--- config.mk ---
export PLATFORM = sky130hd
export DESIGN_NAME = fpu_addsub_seq
export DESIGN_NICKNAME = d
export VERILOG_FILES = /design/src/rtl/fpu_addsub_seq.sv
export SDC_FILE = /design/constraint.sdc
export NUM_CORES = 1
export LEC_CHECK = 0
export BUFFER_PORTS_ARGS = -buffer_cell sky130_fd_sc_hd__buf_2
export CAP_MARGIN = 0
export CORE_ASPECT_RATIO = 1.1
export CORE_UTILIZATION = 62
export DETAILED_ROUTE_END_ITERATION = 7
export PLACE_DENSITY = 0.81
export SLEW_MARGIN = 20
export SYNTH_ARGS = -nofsm -noshare
export SYNTH_HDL_FRONTEND = slang
export SYNTH_SLANG_ARGS = --single-unit
--- constraint.sdc ---
create_clock -name clk -period 6 [get_ports clk]
set_clock_uncertainty 0.05 [all_clocks]
set_input_delay 0.6 -clock clk [delete_from_list [all_inputs] [get_ports clk]]
set_output_delay 0.6 -clock clk [all_outputs]
set_load 0.03 [all_outputs]
--- src/rtl/fpu_addsub_seq.sv ---
// Sequential IEEE-754-style add/sub: one pipeline step per FSM state, RNE rounding,
// subnormals, specials and exception flags, behind a 4-phase req/ack handshake.
module fpu_addsub_seq #(
    parameter int EXP_W = 5,
    parameter int MAN_W = 10,
    localparam int W = 1 + EXP_W + MAN_W
) (
    input  logic         clk,
    input  logic         rst,
    input  logic         req_in,
    input  logic         op_sub,
    input  logic [W-1:0] a,
    input  logic [W-1:0] b,
    output logic         ack_out,
    output logic         valid_out,
    output logic [W-1:0] result,
    output logic [3:0]   flags
);
    localparam int SW = MAN_W + 4;   // hidden, mantissa, G, R, S
    localparam int EW = EXP_W + 1;
    localparam logic [EXP_W-1:0] EXP_ONES = '1;
    localparam logic [W-1:0] QNAN = {1'b0, EXP_ONES, 1'b1, {(MAN_W-1){1'b0}}};

    typedef enum logic [2:0] {S_IDLE, S_UNPACK, S_ALIGN, S_ADD, S_NORM, S_ROUND, S_DONE} state_t;
    state_t state, state_nx;

    logic [W-1:0]     la, lb;
    logic             lop;
    logic             u_sa, u_sb, u_nan, u_snan, u_inf_a, u_inf_b;
    logic [EXP_W-1:0] u_ea, u_eb;
    logic [MAN_W:0]   u_ga, u_gb;
    logic             al_sign, al_sub;
    logic [EXP_W-1:0] al_exp;
    logic [SW-1:0]    al_big, al_sml;
    logic             ad_sign;
    logic [EW-1:0]    ad_exp;
    logic [SW:0]      ad_sum;
    logic             nm_sign;
    logic [EW-1:0]    nm_exp;
    logic [SW-1:0]    nm_sig;

    always_ff @(posedge clk) begin
        if (rst) state <= S_IDLE;
        else     state <= state_nx;
    end

    always_comb begin
        state_nx = state;
        case (state)
            S_IDLE:  if (req_in) state_nx = S_UNPACK;
            S_UNPACK: state_nx = req_in ? S_ALIGN : S_IDLE;
            S_ALIGN:  state_nx = req_in ? S_ADD   : S_IDLE;
            S_ADD:    state_nx = req_in ? S_NORM  : S_IDLE;
            S_NORM:   state_nx = req_in ? S_ROUND : S_IDLE;
            S_ROUND:  state_nx = req_in ? S_DONE  : S_IDLE;
            S_DONE:   if (!req_in) state_nx = S_IDLE;
            default:  state_nx = S_IDLE;
        endcase
    end

    always_comb begin
        ack_out   = (state == S_DONE);
        valid_out = (state == S_DONE);
    end

    // Unpack: subnormals get effective exponent 1 and hidden bit 0
    logic [EXP_W-1:0] fa_e, fb_e;
    logic [MAN_W-1:0] fa_m, fb_m;
    logic             nan_a, nan_b;
    always_comb begin
        fa_e  = la[W-2:MAN_W];
        fb_e  = lb[W-2:MAN_W];
        fa_m  = la[MAN_W-1:0];
        fb_m  = lb[MAN_W-1:0];
        nan_a = (fa_e == EXP_ONES) && (fa_m != '0);
        nan_b = (fb_e == EXP_ONES) && (fb_m != '0);
    end

    // Align: operands ordered by magnitude so the subtract never goes negative
    logic             a_big;
    logic [EXP_W-1:0] d;
    logic [SW-1:0]    ext, shr, mask, sml;
    logic [MAN_W:0]   sg;
    always_comb begin
        a_big = {u_ea, u_ga} >= {u_eb, u_gb};
        d     = a_big ? u_ea - u_eb : u_eb - u_ea;
        sg    = a_big ? u_gb : u_ga;
        ext   = {sg, 3'b000};
        shr   = ext >> d;
        mask  = ~({SW{1'b1}} << d);
        if (32'(d) >= MAN_W + 3) sml = {{(SW-1){1'b0}}, |sg};
        else                     sml = {shr[SW-1:1], shr[0] | (|(ext & mask))};
    end

    logic [SW:0] sum;
    always_comb sum = al_sub ? {1'b0, al_big} - {1'b0, al_sml} : {1'b0, al_big} + {1'b0, al_sml};

    // Normalise: left shift clamped so exponent never drops below 1
    int            lz, maxsh, shl;
    logic [SW-1:0] n_sig;
    logic [EW-1:0] n_exp;
    always_comb begin
        lz = SW;
        for (int i = 0; i < SW; i++) if (ad_sum[i]) lz = SW - 1 - i;
        maxsh = int'(ad_exp) - 1;
        shl   = (lz < maxsh) ? lz : maxsh;
        if (ad_sum[SW]) begin
            n_sig = {ad_sum[SW:2], ad_sum[1] | ad_sum[0]};
            n_exp = ad_exp + EW'(1);
        end else begin
            n_sig = ad_sum[SW-1:0] << shl;
            n_exp = ad_exp - EW'(shl);
        end
    end

    logic             inc, nx;
    logic [MAN_W+1:0] mant;
    logic [EW-1:0]    r_exp;
    logic [W-1:0]     r_res;
    logic [3:0]       r_flg;
    always_comb begin
        nx    = |nm_sig[2:0];
        inc   = nm_sig[2] & (nm_sig[1] | nm_sig[0] | nm_sig[3]);
        mant  = {1'b0, nm_sig[SW-1:3]} + (MAN_W+2)'(inc);
        r_exp = nm_exp;
        if (mant[MAN_W+1]) begin
            mant  = mant >> 1;
            r_exp = r_exp + EW'(1);
        end
        if (r_exp >= {1'b0, EXP_ONES}) begin
            r_res = {nm_sign, EXP_ONES, {MAN_W{1'b0}}};
            r_flg = 4'b0101;
        end else begin
            r_res = {nm_sign, mant[MAN_W] ? r_exp[EXP_W-1:0] : {EXP_W{1'b0}}, mant[MAN_W-1:0]};
            r_flg = {2'b00, ~mant[MAN_W] & nx, nx};
        end
        // Specials override the arithmetic path
        if (u_nan) begin
            r_res = QNAN;
            r_flg = {u_snan, 3'b000};
        end else if (u_inf_a && u_inf_b && (u_sa != u_sb)) begin
            r_res = QNAN;
            r_flg = 4'b1000;
        end else if (u_inf_a || u_inf_b) begin
            r_res = {u_inf_a ? u_sa : u_sb, EXP_ONES, {MAN_W{1'b0}}};
            r_flg = 4'b0000;
        end
    end

    always_ff @(posedge clk) begin
        if (rst) begin
            la <= '0; lb <= '0; lop <= 1'b0;
            u_sa <= 1'b0; u_sb <= 1'b0; u_nan <= 1'b0; u_snan <= 1'b0;
            u_inf_a <= 1'b0; u_inf_b <= 1'b0;
            u_ea <= '0; u_eb <= '0; u_ga <= '0; u_gb <= '0;
            al_sign <= 1'b0; al_sub <= 1'b0; al_exp <= '0; al_big <= '0; al_sml <= '0;
            ad_sign <= 1'b0; ad_exp <= '0; ad_sum <= '0;
            nm_sign <= 1'b0; nm_exp <= '0; nm_sig <= '0;
            result <= '0; flags <= '0;
        end else begin
            case (state)
                S_IDLE: if (req_in) begin
                    la <= a; lb <= b; lop <= op_sub;
                end
                S_UNPACK: begin
                    u_sa    <= la[W-1];
                    u_sb    <= lb[W-1] ^ lop;
                    u_ea    <= (fa_e == '0) ? EXP_W'(1) : fa_e;
                    u_eb    <= (fb_e == '0) ? EXP_W'(1) : fb_e;
                    u_ga    <= {fa_e != '0, fa_m};
                    u_gb    <= {fb_e != '0, fb_m};
                    u_nan   <= nan_a | nan_b;
                    u_snan  <= (nan_a & ~fa_m[MAN_W-1]) | (nan_b & ~fb_m[MAN_W-1]);
                    u_inf_a <= (fa_e == EXP_ONES) && (fa_m == '0);
                    u_inf_b <= (fb_e == EXP_ONES) && (fb_m == '0);
                end
                S_ALIGN: begin
                    al_sign <= a_big ? u_sa : u_sb;
                    al_exp  <= a_big ? u_ea : u_eb;
                    al_big  <= {a_big ? u_ga : u_gb, 3'b000};
                    al_sml  <= sml;
                    al_sub  <= u_sa ^ u_sb;
                end
                S_ADD: begin
                    ad_sum  <= sum;
                    ad_exp  <= {1'b0, al_exp};
                    // exact cancellation gives +0 under RNE
                    ad_sign <= (al_sub && sum == '0) ? 1'b0 : al_sign;
                end
                S_NORM: begin
                    nm_sig  <= n_sig;
                    nm_exp  <= n_exp;
                    nm_sign <= ad_sign;
                end
                S_ROUND: if (req_in) begin
                    result <= r_res;
                    flags  <= r_flg;
                end
                default: ;
            endcase
        end
    end
endmodule

; After elaboration in Yosys (flattened, before gate mapping)
; Cells that the tools add are included.
[totals]
rom_bits = 0
reg_bits = 168
output_inout_bits = 22
in_bits = 36
n_memories = 0
wordCells = 142
latchBits = 0
ramBits = 0
[classes]
n_addsub = 9
shifts = 3
div_mod_pow = 0
n_lt_le_gt_ge = 4
n_bitwise = 17
muxes = 47
eq_ne = 11
multipliers = 0
n_reduce_logical = 24
[op_table]
columns = operator, n
row1 = 32-bit 2-to-1 mux, 14
row2 = 16-bit 2-to-1 mux, 3
row3 = 11-bit 2-to-1 mux, 3
row4 = 32-bit by 6-bit < comparator with 1-bit output, 1
row5 = 14-bit by 32-bit left shift with 14-bit output, 1
row6 = 15-bit 2-to-1 mux, 2
row7 = 14-bit 2-to-1 mux, 2
row8 = 5-bit 2-to-1 mux, 5
row9 = 3-bit one-hot mux with 7 select lines, 1
row10 = 10-bit zero test, 2
row11 = 10-bit nonzero test, 2
row12 = 3-bit 2-to-1 mux, 6
row13 = 16-bit >= comparator, 1
row14 = 14-bit by 14-bit adder with 15-bit output, 1
row15 = 15-bit zero test, 1
row16 = 14-bit by 14-bit subtractor with 15-bit output, 1
row17 = 14-bit bitwise AND, 1
row18 = 14-bit inverter, 1
row19 = 14-bit OR reduction, 1
row20 = "14-bit by 5-bit left shift with 14-bit output, first input constant", 1
row21 = 14-bit by 5-bit right shift with 14-bit output, 1
row22 = 11-bit by 1-bit adder with 12-bit output, 1
row23 = 4-bit 2-to-1 mux, 3
row24 = 6-bit 2-to-1 mux, 2
row25 = other kinds (27), 58

; Logic depth before layout (Yosys ltp)
[depth]
ltp_word = 18
mapped_depth = 23

; Worst setup path before layout
; Ideal clock, no wire load.
[synth_path]
path_kind = register to register
from = register ad_sum[2]
to = register nm_exp[5]
path_slack_ps = 1572
arrival_ps = 4291
required_time_ps = 5863
stages_incl_launch_ff = 20
path_cell_list = dfxtp_1 > clkbuf_1 > o31a_1 > o31ai_1 > a21boi_0 > ha_1 > a21oi_1 > o21ai_0 > a21o_1 > o31ai_1 > buf_2 > ha_1 > nor2b_1 > ha_1 > a21o_1 > a21oi_1 > o21bai_1 > a21oi_1 > xnor2_1 > o31ai_1
[synth_between]
elab_chain_len = 16
[synth_rtl]
columns = element, line
row1 = start: declaration, 37  ; logic [SW:0] ad_sum;
row2 = start signal: assignment, 185  ; ad_sum <= sum;
row3 = 32-bit 2-to-1 mux * (12 in a row), 104  ; for (int i = 0; i < SW; i++) if (ad_sum[i]) lz = SW - 1 - i;
row4 = 32-bit by 6-bit < comparator with 1-bit output, 106  ; shl = (lz < maxsh) ? lz : maxsh;
row5 = 32-bit 2-to-1 mux *, 106
row6 = 5-bit by 6-bit subtractor with 6-bit output *, 112  ; n_exp = ad_exp - EW'(shl);
row7 = 6-bit 2-to-1 mux *, 107  ; if (ad_sum[SW]) begin
row8 = end signal: assignment, 192  ; nm_exp <= n_exp;
row9 = end: declaration, 39  ; logic [EW-1:0] nm_exp;
; Mark *: on every way between the ends. The rest lies on a longest branch, timed or not.
; A chain may end at the register's enable or synchronous reset.

; Worst setup path after layout
[layout_path]
from = register ad_sum[0]
to = register nm_exp[5]
[layout_between]
elab_chain_len = 18
[layout_rtl]
columns = element, line
row1 = 2-bit 2-to-1 mux *, 104
row2 = 32-bit 2-to-1 mux * (13 in a row), 104
row3 = 32-bit by 6-bit < comparator with 1-bit output, 106
row4 = 32-bit 2-to-1 mux *, 106
row5 = 5-bit by 6-bit subtractor with 6-bit output *, 112
row6 = 6-bit 2-to-1 mux *, 107
; Marked as above.

==> impl_metrics.ini <==
[status]
outcome = completed

[placement]
pre_cts_slack_ns = 1.324
dpl_cell_area_um2 = 10690
gp_congestion = 0.9766
portBuffers = 57
hpwl_um = 19810

[worst_hold_path]
hold_start = a[5]
min_to = la[5]
whs_path_depth = 3
min_path_type = in2reg

[synthesis]
synth_top_area_share_pct = 32.37
synth_area_um2 = 10390
avgSynthCellArea_um2 = 7.663
yosysSeqAreaShare_pct = 32.37
synth_edf_count = 0
syn_inst = 1356
ys_ff_latch = 168
syn_nets = 1453
synthTopCellsByArea = dfxtp_1, a21oi_1, nand2_1
synth_cell_types = 68
ys.flop_type = dfxtp_1
async_flop_share_pct = 0
synth.largest_area_cell = dfxtp_1
yosys_warnings = 0

[sta]
drv_slew = 0
finalHoldViolCount = 0
slew_headroom_pct = 32.96
finalCritPeriodShare_pct = 80.25
max_freq_mhz = 207.7
rsz0062_at_grt = false
worst_pin_slew_ns = 0.9777
min_period_ns = 4.815
finalSetupTns_ns = 0
fin_ws_ns = 1.185
setup_viol = 0

[finish]
antenna-diode-count = 0
syn2layout_area_growth_pct = 8.886
nNetsFinal = 1455
drive_above_1_share_pct = 9.190
utilization_pct = 69.12
final_area_um2 = 11310

[cts]
path_clk_slew_ns = 0.08
htreeDepth = 4
cts_buffer_depth = 2
cts_hold_buffers = 0
clock_sinks = 168
clk_latency_ns = 0.44
cts_tree = yes
ctsResizeCount = 0
post-cts-setup-buffer-count = 0
numCtsBuffers = 17
clockRootBuffer = clkbuf_16

[floorplanning]
boundaryPins = 58
floorplan.rows = 49
core_um2 = 16370
die_height_um = 137.8
start_util_pct = 63.48
die_w_um = 125.4
fp.dieArea_um2 = 17280

[critical_path]
cp.required_ns = 6.29
end_kind = register
worstPathArrival_ns = 5.10
worstPathMaxFanout = 14
rrSetupSlack_ns = 1.18
r2r-start = ad_sum[0]
startpoint_type = register
rr_endpoint = nm_exp[5]
critical_path_class = reg2reg
r2r_cells = 20

[global_routing]
antenna_found_initial = 0
grt_overflow = 0
grt_use_total_pct = 32.34
grt_pass1_vias = 8954
grt_max_degree = 78
grt_pass1_wl_um = 44890

[power]
powerDensity_nw_per_um2 = 240.4
power_leakage_nw = 4.318
irDropWorstVdd_mv = 0.2330

[run]
drv_cap = 0

[detailed_routing]
drtAntennaViolNets = 0
drcViolationCount = 0
drtIter0Drc = 841
vias = 9848
routed_wl_um = 27230
wl_per_cell_um = 17.29
routed_via_density = 6.253
drt_pre_antenna_iters = 6
-- report_power, final --
group / total [W] / switching [W] / leakage (nW) / internal (W)
Combinational: 0.000427 / 0.000267 / 2.66 / 0.000160
Sequential: 0.00118 / 0.0000336 / 1.36 / 0.00114
Clock: 0.00112 / 0.000546 / 0.297 / 0.000571
-- logic make-up after synthesis --
group / after synthesis / share of synthesized area [%]
xor gates and xnor gates: 40 / 3.516
and+or+nand+nor: 495 / 21.14
muxes: 44 / 5.491
AOI/OAI and AO/OA: 397 / 24.26
buffers and inverters: 151 / 5.587
adders and majority gates: 61 / 7.634
DFF: 168 / 32.37
-- cells in the mapped netlist (4+ instances only) --
cell type	count
nand3b_1	4
o31ai_1	13
a21boi_0	4
xor2_1	11
nand2_1	216
a31oi_1	8
nor3b_1	5
mux2_2	4
a221oi_1	11
nand2b_1	12
mux2i_1	30
a311oi_1	5
a21oi_1	164
dfxtp_1	168
nor3_1	30
a211oi_1	46
fa_1	4
o21ai_1	10
a222oi_1	5
inv_1	65
nor2b_1	8
mux4_2	10
ha_1	57
a32oi_1	4
buf_2	8
clkbuf_1	73
o22ai_1	5
o21a_1	7
nor4_1	12
nand3_1	23
or4_1	5
o21ai_0	47
xnor2_1	27
o211ai_1	6
and2_1	8
a21o_1	10
a22oi_1	20
o221ai_1	5
nor2_1	130
or3_1	6
nand4_1	10
and3_1	18
-- cells in the final DEF, fill, tap and decap left out, types with 46 or more instances in the layout --
cell and instances:
a211oi_1 46, a21oi_1 164, buf_2 56, dfxtp_1 168, ha_1 57, inv_1 65, nand2_1 216, nor2_1 130
o21ai_0 47
-- critical path, cell delays in order, from the launching register on --
cell and delay [ns]:
dfxtp_1 0.45, nor2_1 0.08, o31a_1 0.25, o31ai_1 0.19, a21boi_0 0.22, ha_1 0.35
a21oi_1 0.13, o21ai_0 0.16, a21oi_1 0.37, nand3_1 0.19, nand2_1 0.33, inv_2 0.20
ha_1 0.32, nor2b_1 0.22, ha_1 0.27, a21o_1 0.15, a21oi_1 0.23, o21bai_1 0.09
a21oi_1 0.19, xnor2_1 0.09, o31ai_1 0.18
-- layer usage --
metal	vias to the layer above	GRT usage [%]	routed length, um
met1	4588	38.86	11390
met5	-	0	0
met3	71	4.466	1353
met4	0	16.87	1028
li1	4841	-	-
met2	348	56.67	13460
-- flip-flops by register name, summed over array words and instances (netlist names), 6 cells and up --
name / count
result: 16
lb: 16
ad_sum: 15
al_big: 11
nm_exp: 6
nm_sig: 14
al_sml: 14
u_gb: 11
u_ga: 11
la: 16
-- worst max-delay path by stage --
stage          startpoint   endpoint  slack, ns  cells past startpoint
6_report        ad_sum[0]  nm_exp[5]       1.18                     20
5_1_grt         ad_sum[0]  nm_exp[5]       0.79                     20
4_1_cts         ad_sum[0]  nm_exp[5]       1.28                     20
3_5_place_dp    ad_sum[0]  nm_exp[5]       1.32                     20
3_3_place_gp    ad_sum[0]  nm_exp[5]       1.39                     20
2_1_floorplan   ad_sum[2]  nm_exp[5]       1.57                     19
-- area by class of cell --
class                           instances  area (um2)
Inverter                               66       247.7
Clock inverter                         15       197.7
Clock buffer                           17       425.4
Fill cell                            1374        5055
Tap cell                              204       255.2
Sequential cell                       168        3363
Timing Repair Buffer                   68       370.4
Multi-Input combinational cell       1037        6455
-- metrics by stage --
stage / power, W / std cells / hold slack [ns]
floorplan: 0.001532 / 1356 / 0.3773
global placement: 0.001612 / 1543 / 0.3875
detailed placement: 0.001619 / 1543 / 0.3911
CTS: 0.002724 / 1575 / 0.3291
global route: 0.002826 / 1575 / 0.3376
finish: 0.002720 / 1575 / 0.3396
(Power assumes the default switching activity.)
